--- config.mk ---
export PLATFORM = sky130hd
export DESIGN_NAME = sm_status_msg_tx_flat
export DESIGN_NICKNAME = d
export VERILOG_FILES = /design/src/rtl/sm_status_msg_tx_pkg.sv /design/src/rtl/sm_status_msg_tx_if.sv /design/src/rtl/sm_uart_tx_byte.sv /design/src/rtl/sm_status_msg_tx.sv /design/src/flat_wrapper.sv
export SDC_FILE = /design/constraint.sdc
export NUM_CORES = 1
export LEC_CHECK = 0
export CAP_MARGIN = 20
export CORE_MARGIN = 1
export CORE_UTILIZATION = 45
export CTS_BUF_LIST = sky130_fd_sc_hd__clkbuf_8
export DETAILED_ROUTE_END_ITERATION = 10
export MAX_ROUTING_LAYER = met4
export PLACE_DENSITY = 0.62
export SLEW_MARGIN = 5
export SYNTH_ARGS = -nofsm -noshare
export SYNTH_HDL_FRONTEND = slang
export SYNTH_SLANG_ARGS = --single-unit
--- constraint.sdc ---
create_clock -name clk -period 7.9 [get_ports clk]
set_input_delay 1.58 -clock clk [delete_from_list [all_inputs] [get_ports clk]]
set_output_delay 1.58 -clock clk [all_outputs]
set_load 0.005 [all_outputs]
--- src/rtl/sm_status_msg_tx_pkg.sv ---
// Shared types, ASCII constants and helpers for the status-message transmitter.
package sm_msg_pkg;

   typedef enum logic [2:0] {IDLE, LOAD, SEND, NEXT, DONE} state_t;

   localparam int          FRAME_LEN  = 10;
   localparam logic [7:0]  ASCII_S    = 8'h53;
   localparam logic [7:0]  ASCII_I    = 8'h49;
   localparam logic [7:0]  ASCII_DASH = 8'h2D;
   localparam logic [7:0]  ASCII_HASH = 8'h23;
   localparam logic [7:0]  ASCII_ZERO = 8'h30;

   // One accepted arrival as sampled from the planner.
   typedef struct packed {
      logic [5:0] node;
      logic [1:0] statusno;
      logic [1:0] field;
   } req_t;

   // Frame being transmitted, with node already split into decimal digits.
   typedef struct packed {
      logic [3:0] tens;
      logic [3:0] ones;
      logic [1:0] statusno;
      logic [1:0] field;
   } frame_t;

   function automatic logic [7:0] field_letter(input logic [1:0] f);
      case (f)
         2'd0:    return 8'h4D;  // 'M'
         2'd1:    return 8'h50;  // 'P'
         2'd2:    return 8'h52;  // 'R'
         default: return 8'h58;  // 'X'
      endcase
   endfunction

   // Divide-by-10 by repeated compare/subtract; node <= 63 needs at most 6 steps.
   function automatic frame_t to_frame(input req_t r);
      frame_t     f;
      logic [5:0] rem;
      logic [3:0] tens;
      rem  = r.node;
      tens = 4'd0;
      for (int i = 0; i < 6; i++) begin
         if (rem >= 6'd10) begin
            rem  = rem - 6'd10;
            tens = tens + 4'd1;
         end
      end
      f.tens     = tens;
      f.ones     = rem[3:0];
      f.statusno = r.statusno;
      f.field    = r.field;
      return f;
   endfunction

endpackage

--- src/rtl/sm_status_msg_tx_if.sv ---
// Planner status bus: current node plus the planner's per-node status outputs.
interface sm_status_msg_tx_if;
   logic [5:0] node;
   logic [1:0] statusno;
   logic [1:0] msg_type;
   logic [1:0] field;

   modport master (output node, statusno, msg_type, field);
   modport slave  (input  node, statusno, msg_type, field);
endinterface

--- src/rtl/sm_uart_tx_byte.sv ---
// 8N1 byte serializer: start bit, 8 data bits LSB-first, stop bit.
module sm_uart_tx_byte #(
   parameter int CLKS_PER_BIT = 27
) (
   input  logic       clk,
   input  logic       rst_n,
   input  logic       start,
   input  logic [7:0] data,
   output logic       tx,
   output logic       done
);
   localparam int CW = $clog2(CLKS_PER_BIT);

   logic [CW-1:0] cnt;
   logic [3:0]    bit_idx;
   logic [9:0]    shreg;
   logic          active;
   logic          last_cnt;

   assign last_cnt = (cnt == CW'(CLKS_PER_BIT - 1));
   // done is asserted during the final cycle of the stop bit so the next byte can follow quickly.
   assign done     = active && last_cnt && (bit_idx == 4'd9);

   // Bit timer and bit sequencer; tx is registered so every bit is exactly CLKS_PER_BIT long.
   always_ff @(posedge clk or negedge rst_n) begin
      // NOTE: state registers use non-blocking assignment so all flops update together at the edge.
      if (!rst_n) begin
         tx      <= 1'b1;
         active  <= 1'b0;
         cnt     <= '0;
         bit_idx <= '0;
         shreg   <= '1;
      end else if (!active) begin
         if (start) begin
            shreg   <= {1'b1, data, 1'b0};
            tx      <= 1'b0;
            active  <= 1'b1;
            cnt     <= '0;
            bit_idx <= '0;
         end
      end else if (last_cnt) begin
         cnt <= '0;
         if (bit_idx == 4'd9) begin
            active <= 1'b0;
         end else begin
            bit_idx <= bit_idx + 4'd1;
            tx      <= shreg[bit_idx + 4'd1];
         end
      end else begin
         cnt <= cnt + 1'b1;
      end
   end
endmodule

--- src/rtl/sm_status_msg_tx.sv ---
// Status-message transmitter: detects node arrivals and sends "SI-Fdd-s-#" frames over UART.
module sm_status_msg_tx
   import sm_msg_pkg::*;
#(
   parameter int         CLKS_PER_BIT  = 27,
   parameter int         SETTLE_CYCLES = 1,
   parameter logic [5:0] NODE_NONE     = 6'd63
) (
   input  logic                clk,
   input  logic                rst_n,
   sm_status_msg_tx_if.slave   plan,
   output logic                tx,
   output logic                busy,
   output logic                msg_done,
   output logic                overflow
);
   localparam logic [3:0] LAST_IDX = 4'(FRAME_LEN - 1);

   state_t     state, state_next;
   logic [5:0] prev_node;
   logic [2:0] settle_cnt;
   logic       settle_act;
   logic       req_valid;
   req_t       req, pend;
   frame_t     frame;
   logic       pend_full, pend_full_d, pend_take, ovf_set, store_req;
   logic [3:0] idx;
   logic [7:0] tx_byte;
   logic       uart_start, uart_done;

   // Arrival detection: restart the settle timer on every node change, sample once it expires.
   always_ff @(posedge clk or negedge rst_n) begin
      if (!rst_n) begin
         prev_node  <= NODE_NONE;
         settle_cnt <= '0;
         settle_act <= 1'b0;
      end else if (plan.node != prev_node) begin
         prev_node  <= plan.node;
         settle_cnt <= 3'(SETTLE_CYCLES);
         settle_act <= 1'b1;
      end else if (settle_act) begin
         if (settle_cnt == 3'd0) settle_act <= 1'b0;
         else                    settle_cnt <= settle_cnt - 3'd1;
      end
   end

   // Request qualification and pending-slot bookkeeping.
   always_comb begin
      // NOTE: every combinational output gets a default first so no path can infer a latch.
      req          = '0;
      req.node     = prev_node;
      req.statusno = plan.statusno;
      req.field    = plan.field;
      req_valid    = settle_act && (settle_cnt == 3'd0) && (plan.node == prev_node) &&
                     (plan.statusno != 2'd0) && (plan.msg_type == 2'd1);
      pend_take    = pend_full && ((state == DONE) || ((state == IDLE) && !req_valid));
      store_req    = req_valid && (state != IDLE) && (!pend_full || pend_take);
      ovf_set      = req_valid && (state != IDLE) && pend_full && !pend_take;
      pend_full_d  = pend_full;
      if (pend_take) pend_full_d = 1'b0;
      if (store_req) pend_full_d = 1'b1;
   end

   // FSM state register.
   always_ff @(posedge clk or negedge rst_n) begin
      if (!rst_n) state <= IDLE;
      else        state <= state_next;
   end

   // FSM next-state and UART handshake.
   always_comb begin
      state_next = state;
      uart_start = 1'b0;
      case (state)
         IDLE: if (req_valid || pend_full) state_next = LOAD;
         LOAD: begin
            uart_start = 1'b1;
            state_next = SEND;
         end
         SEND: if (uart_done) state_next = NEXT;
         NEXT: state_next = (idx == LAST_IDX) ? DONE : LOAD;
         DONE: state_next = pend_full ? LOAD : IDLE;
         default: state_next = IDLE;
      endcase
   end

   // Control registers: byte index, pending flag, sticky overflow, registered status outputs.
   always_ff @(posedge clk or negedge rst_n) begin
      if (!rst_n) begin
         pend_full <= 1'b0;
         idx       <= '0;
         overflow  <= 1'b0;
         busy      <= 1'b0;
         msg_done  <= 1'b0;
      end else begin
         pend_full <= pend_full_d;
         if (ovf_set) overflow <= 1'b1;
         if ((state == NEXT) && (idx != LAST_IDX))  idx <= idx + 4'd1;
         else if ((state == IDLE) || (state == DONE)) idx <= '0;
         busy     <= (state_next != IDLE) || pend_full_d;
         msg_done <= (state_next == DONE);
      end
   end

   // Frame and pending payloads.
   always_ff @(posedge clk) begin
      // NOTE: payload registers carry no reset; they are only ever read while their valid flag/state says so.
      if ((state == IDLE) && req_valid) frame <= to_frame(req);
      else if (pend_take)               frame <= to_frame(pend);
      if (store_req) pend <= req;
   end

   // Byte selection for the current frame position.
   always_comb begin
      tx_byte = ASCII_HASH;
      case (idx)
         4'd0: tx_byte = ASCII_S;
         4'd1: tx_byte = ASCII_I;
         4'd2: tx_byte = ASCII_DASH;
         4'd3: tx_byte = field_letter(frame.field);
         4'd4: tx_byte = ASCII_ZERO + {4'd0, frame.tens};
         4'd5: tx_byte = ASCII_ZERO + {4'd0, frame.ones};
         4'd6: tx_byte = ASCII_DASH;
         4'd7: tx_byte = ASCII_ZERO + {6'd0, frame.statusno};
         4'd8: tx_byte = ASCII_DASH;
         default: tx_byte = ASCII_HASH;
      endcase
   end

   sm_uart_tx_byte #(.CLKS_PER_BIT(CLKS_PER_BIT)) u_uart (
      .clk   (clk),
      .rst_n (rst_n),
      .start (uart_start),
      .data  (tx_byte),
      .tx    (tx),
      .done  (uart_done)
   );
endmodule

--- src/flat_wrapper.sv ---
// flat-port wrapper written by rule: the top's interface ports become plain ports
module sm_status_msg_tx_flat import sm_msg_pkg::*;
#(
   parameter int         CLKS_PER_BIT  = 27,
   parameter int         SETTLE_CYCLES = 1,
   parameter logic [5:0] NODE_NONE     = 6'd63
)
  (clk, rst_n, tx, busy, msg_done, overflow, plan_node, plan_statusno, plan_msg_type, plan_field);
  sm_status_msg_tx_if plan_i ();
  input  logic clk;
  input  logic rst_n;
  output logic tx;
  output logic busy;
  output logic msg_done;
  output logic overflow;
  input wire logic [$bits(plan_i.node)-1:0] plan_node;
  input wire logic [$bits(plan_i.statusno)-1:0] plan_statusno;
  input wire logic [$bits(plan_i.msg_type)-1:0] plan_msg_type;
  input wire logic [$bits(plan_i.field)-1:0] plan_field;
  assign plan_i.node = plan_node;
  assign plan_i.statusno = plan_statusno;
  assign plan_i.msg_type = plan_msg_type;
  assign plan_i.field = plan_field;
  sm_status_msg_tx #(.CLKS_PER_BIT(CLKS_PER_BIT), .SETTLE_CYCLES(SETTLE_CYCLES), .NODE_NONE(NODE_NONE)) u_core (.clk(clk), .rst_n(rst_n), .plan(plan_i), .tx(tx), .busy(busy), .msg_done(msg_done), .overflow(overflow));
endmodule
* Yosys cells after proc, flatten, opt, wreduce, memory -nomap -nowiden
Cells that the tools add are included.
** Word-level totals
- Logic and storage cells :: 217
- Input port bits :: 14
- Register bits after elaboration :: 63
- Output and inout bits :: 4
** Operators by class
- Add/subtract/negate cells :: 29
- Order comparisons :: 13
- Muxes and demuxes :: 91
- Reductions and logical operators :: 37
- Eq/ne operators :: 25
- Bitwise operators :: 1
** Operators by type and width (number)
- 2-to-1 mux 6 bit :: 25
- 2-to-1 mux 4 bit :: 33
- greater-or-equal comparator 6 x 4 -> 1 bit, second input constant :: 12
- subtractor 6 x 4 -> 6 bit, second input constant :: 10
- case mux 8 bit (7 select lines) :: 1
- adder 4 x 1 -> 4 bit, second input constant :: 12
- 2-to-1 mux 12 bit :: 2
- 2-to-1 mux 1 bit :: 18
- 2-to-1 mux 3 bit :: 6
- equality test 4 x 3 -> 1 bit, second input constant :: 4
- 2-to-1 mux 5 bit :: 3
- case mux 3 bit (5 select lines) :: 1
- case mux 5 bit (3 select lines) :: 1
- adder 6 x 4 -> 7 bit, first input constant :: 2
- logical AND 1 bit :: 14
- equality test 4 bit, second input constant :: 3
- nonzero test 2 bit :: 5
- equality test 4 x 2 -> 1 bit, second input constant :: 2
- subtractor 4 bit, second input constant :: 2
- adder 6 x 2 -> 7 bit, first input constant :: 1
- equality test 3 x 2 -> 1 bit, second input constant :: 2
- equality test 3 bit, second input constant :: 2
- equality test 6 bit :: 1
- logical NOT 3 bit :: 2
- 22 further kinds :: 32

* Depth between registers and ports, before layout
- Depth in word-level cells :: 31
- Depth in mapped cells :: 33
- Depth with buffers taken out :: 32

* Hierarchy
Synthesis repeated with hierarchy kept, for this count alone.
** Second synthesis, totals
- Cells, all modules :: 629
- Area, all modules :: 5630.4 µm²
** By module, submodules not included
- sm_status_msg_tx :: times used 1, area an instance 4623.2 µm², cells an instance 544, sequential area each 1193.6 µm²
- sm_uart_tx_byte :: times used 1, area an instance 1007.2 µm², cells an instance 85, sequential area each 513.0 µm²

* Least setup slack after synthesis
No wires, ideal clock.
- Kind :: register -> register
- Start point :: reg u_core.prev_node[1]
- End point :: reg u_core.frame[10] (netlist bit) (data pin)
- Data arrival time :: 6.097 ns
- Path slack :: 1.533 ns
- Cell stages (with the launch flop) :: 32
- Setup time :: 0.270 ns
- Cell sequence :: dfstp_2 > buf_2 > nor2_1 > a31oi_2 > nand2_1 > o21ai_0 > ha_1 > nor2b_1 > o22a_1 > o22a_1 > inv_1 > mux2_2 > ha_1 > a21oi_1 > or4_4 > and3_1 > buf_6 > nand2_1 > a21oi_1 > ha_1 > nor2b_1 > a211o_4 > a21oi_2 > mux2_2 > ha_1 > mux2_4 > ha_1 > inv_1 > a211oi_1 > mux2i_1 > xor2_1 > mux2i_1
** On the way
- Longest elaborated chain between the ends :: 18
** RTL lines
- start: declaration :: line sm_status_msg_tx.sv:20 : logic [5:0] prev_node;
- start signal: assignment :: line sm_status_msg_tx.sv:38 : prev_node <= plan.node;
- subtractor 6 x 4 -> 6 bit or greater-or-equal comparator 6 x 4 -> 1 bit (tied branches) :: line sm_status_msg_tx_pkg.sv:46, sm_status_msg_tx_pkg.sv:45
- 2-to-1 mux 6 bit or 2-to-1 mux 1 bit (tied branches) :: line sm_status_msg_tx_pkg.sv:45 : if (rem >= 6'd10) begin
- 2-to-1 mux 6 bit or 2-to-1 mux 4 bit (tied branches) :: line sm_status_msg_tx.sv:108 : if ((state == IDLE) && req_valid) frame <= to_frame(req);
- subtractor 6 x 4 -> 6 bit, or another cell as far along :: line sm_status_msg_tx_pkg.sv:46 : rem = rem - 6'd10;
- 2-to-1 mux 6 bit or 2-to-1 mux 4 bit (tied branches) :: line sm_status_msg_tx_pkg.sv:45
- 2-to-1 mux 6 bit or 2-to-1 mux 4 bit (tied branches) :: line sm_status_msg_tx.sv:108
- subtractor 6 x 4 -> 6 bit, or another cell as far along :: line sm_status_msg_tx_pkg.sv:46
- 2-to-1 mux 6 bit or 2-to-1 mux 4 bit (tied branches) :: line sm_status_msg_tx_pkg.sv:45
- [2 not listed]
- 2-to-1 mux 6 bit or 2-to-1 mux 4 bit (tied branches) :: line sm_status_msg_tx_pkg.sv:45
- 2-to-1 mux 6 bit or 2-to-1 mux 4 bit (tied branches) :: line sm_status_msg_tx.sv:108
- subtractor 6 x 4 -> 6 bit, or another cell as far along :: line sm_status_msg_tx_pkg.sv:46
- 2-to-1 mux 6 bit or 2-to-1 mux 4 bit (tied branches) :: line sm_status_msg_tx_pkg.sv:45
- 2-to-1 mux 6 bit or 2-to-1 mux 4 bit (tied branches) :: line sm_status_msg_tx.sv:108
- greater-or-equal comparator 6 x 4 -> 1 bit or adder 4 x 1 -> 4 bit (tied branches) :: line sm_status_msg_tx_pkg.sv:45, sm_status_msg_tx_pkg.sv:47
- 2-to-1 mux 4 bit :: line sm_status_msg_tx_pkg.sv:45
- 2-to-1 mux 12 bit (*) :: line sm_status_msg_tx.sv:108
- end signal: assignment :: line sm_status_msg_tx.sv:108
- end signal: assignment :: line sm_status_msg_tx.sv:109 : else if (pend_take) frame <= to_frame(pend);
- end: declaration :: line sm_status_msg_tx.sv:25 : frame_t frame;
Mark *: on every way between the ends. The rest lies on a longest branch, timed or not. The select of a mux whose other input is x is not followed.
A chain may end at the register's enable or synchronous reset.

* Worst setup path after layout
Same ends and word-level chain as after synthesis.

==> results.toml <==
[die]
start_util = 0.4663
core_mm2 = 0.01216
fp.dieArea_mm2 = 0.01305
die_height_um = 114.3
num_rows = 40
io_pins = 18
dieWidth_um = 114.3

[synthesis]
async_flop_share = 0.6452
ys.flop_type = "dfrtp_1"
synth_area_per_cell_um2 = 8.451
synth_top_area_frac = 0.1165
syn_inst = 671
ys_warn_count = 0
synth_cell_types = 84
synth_top_cell_by_area = "edfxtp_1"
synth_area_leaders = "edfxtp_1, dfrtp_1, ha_1"
synth_edf_count = 22
synth_nets = 719
netlist_area_mm2 = 0.005670
yosysSeqAreaShare = 0.2963
ys_seq_elements = 62

[pwr]
switching_share = 0.3282
p_comb_frac = 0.351
leakage_nw = 2.420
p_seq_frac = 0.334
switching_power_mw = 0.3348
cellPowerDensity_mw_per_mm2 = 165.9
clock_power_share = 0.315
p_int_mw = 0.6854
vdd_drop_max_mv = 0.08736
power.total_mw = 1.020

[timing]
clock.fmax_ghz = 0.1357
clock_skew_ns = 0.01329
fin_crit_ns = 7.370
slew_viol_final = 0
timing.slew.headroom = 0.3979
setup_slack_ns = 0.5301
setup_viol = 0
rsz0062_at_grt = "false"
worstMarginPinSlew_ns = 0.9032
hold_slack_ns = 0.4766
final.setup.tns_ns = 0
hold_viol_final = 0
timing.final.crit_share = 0.9329

[global_route]
grt_overflow = 0
grt_util_all_layers = 0.2104
antenna_found_initial = 0
grt_pass1_vias = 4627
grt_pass1_wl_mm = 21.51
grt_max_degree = 41

[worst_setup_path]
slowest_stage = "dfstp_2"
worst_setup_path_end_kind = "flop"
cp_max_fo = 15
worst_ep_arrival_time_ns = 7.45
critPathRequiredTime_ns = 7.98
crit_top_cell = "ha_1"
max_stage_delay_ns = 0.69
critPathKind = "flop to flop"
crit_path_start_kind = "flop"

[cells_and_area]
post-route-util = 0.5058
nets = 718
syn_to_final_growth_pct = 8.473
diodes = 0
design_area_mm2 = 0.006151
drive_above_1_share = 0.1111
finalNonFillerCells = 843

[cts]
cts_buffers = 9
cts_setup_buffers = 0
cts_resized = 0
clkSinkCount = 62
htreeDepth = 3
cts_buffer_depth = 2
root_buffer = "clkbuf_8"
clk_pin_slew_ns = 0.07
holdBufCountCts = 0
tritoncts = "done"
clk_latency_ns = 0.35

[route]
avgViaCountPerCell = 5.883
wl_per_cell_um = 15.10
drt_iter0_drc = 263
drtPass1Iterations = 5
antenna_left = 0
num_vias = 4959
wirelength_mm = 12.73
drc = 0

[placement]
dp_slack_ns = 0.6654
gp_congestion = 0.9376
numPortBuffers = 17
dpl.hpwl_mm = 9.807
place_area_mm2 = 0.005912
dp_cells = 827

[hold_path]
hold_path.class = "flop to flop"

[status]
status = "completed"

[run]
max-cap-violations = 0
layer usage:
metal,up-vias,wire (µm),GRT usage,share of wire
li1,2500,-,-,-
met1,2327,6345,0.2833,0.50
met2,115,5716,0.3228,0.45
met3,17,464,0.03123,0.036
met4,0,199,0.07359,0.016
met5,-,0,-,0
layout by cell type (no fill, tap or decap), drive strengths merged, types with 5 or more instances in the layout:
cell            n
clkdlybuf4s50  16
dfstp          15
nand2b         13
o31a            6
a21oi          29
a22o            7
clkbuf         11
nor4            6
xor2           12
or2            10
a21o            8
a22oi           5
a211oi          8
a31oi          10
or4             6
mux2i          13
inv            29
nand3          20
o31ai           7
mux2            8
dfrtp          25
edfxtp         22
o32a            5
nor2           56
and2           10
o211ai          9
ha             34
o21ai          46
nand2          86
nor3           19
nand4           7
nor2b          12
o21a            5
xnor2          23
critical path: cells and delay by family, from the launching register on:
kind / cells / cell delay [ns]
AO/OA/AOI/OAI: 8 / 2.07
adder cells (fa/ha/maj): 6 / 1.35
multiplexers: 5 / 1.29
AND/OR/NAND/NOR: 6 / 1.09
flip-flops: 1 / 0.69
XOR/XNOR: 2 / 0.37
buffers and inverters: 2 / 0.23
final timing paths:
kind                                                 end  slack [ns]                    from  cells past startpoint
worst max-delay path                    u_core.frame[10]        0.53     u_core.prev_node[1]                     29
worst min-delay path              u_core.u_uart.shreg[7]        0.48  u_core.u_uart.shreg[7]                      2
worst min register to register    u_core.u_uart.shreg[7]        0.48  u_core.u_uart.shreg[7]                      2
max in group asynchronous           u_core.settle_cnt[1]        5.98                   rst_n                      1
worst max register to register          u_core.frame[10]        0.53     u_core.prev_node[1]                     29
min in group asynchronous       u_core.u_uart.bit_idx[1]        1.36                   rst_n                      1
sequential cells by signal, summed over array words and instances (netlist names):
register               count
u_core.msg_done            1
u_core.u_uart.active       1
u_core.busy                1
u_core.u_uart.tx           1
u_core.frame              12
u_core.prev_node           6
u_core.idx                 4
u_core.settle_cnt          3
u_core.pend               10
u_core.settle_act          1
u_core.u_uart.cnt          5
u_core.pend_full           1
u_core.u_uart.shreg        8
u_core.u_uart.bit_idx      4
u_core.state               3
u_core.overflow            1
cell usage after synthesis, types with 10 or more instances:
| master | n |
|---|---|
| a21oi_1 | 26 |
| and2_1 | 10 |
| clkbuf_1 | 20 |
| dfrtp_1 | 25 |
| dfstp_2 | 15 |
| edfxtp_1 | 22 |
| ha_1 | 34 |
| inv_1 | 28 |
| mux2i_1 | 13 |
| nand2_1 | 86 |
| nand2b_1 | 13 |
| nand3_1 | 20 |
| nor2_1 | 53 |
| nor2b_1 | 12 |
| nor3_1 | 18 |
| o21ai_0 | 42 |
| xnor2_1 | 23 |
| xor2_1 | 12 |
area by class of cell:
type / count / area [µm²]
multi-input cells: 550 / 3744
repair buffers: 19 / 180.2
well taps: 168 / 210.2
flip-flops and latches: 62 / 1680
clock inverters: 5 / 80.08
clock buffers: 11 / 151.4
fillers: 1174 / 6011
inverters: 28 / 105.1
power by group through the flow:
| stage | combinational, mW | clock [mW] | sequential, mW |
|---|---|---|---|
| floorplan | 0.288 | 0 | 0.343 |
| global placement | 0.347 | 0 | 0.346 |
| detailed placement | 0.351 | 0 | 0.347 |
| CTS | 0.352 | 0.330 | 0.340 |
| global route | 0.398 | 0.343 | 0.341 |
| finish | 0.358 | 0.322 | 0.341 |
cells by family (layout without fill, tap and decap cells):
group                    after synthesis  in the layout  share of synthesized area
AO/OA/AOI/OAI                        194            194                     0.2516
AND/OR/NAND/NOR                      264            264                     0.2306
multiplexers                          22             22                    0.04347
adder cells (fa/ha/maj)               34             34                    0.07502
buffers and inverters                 59             63                    0.04479
flip-flops                            62             62                     0.2963
XOR/XNOR                              36             36                    0.05825
Power figures use the tool's default switching activity.
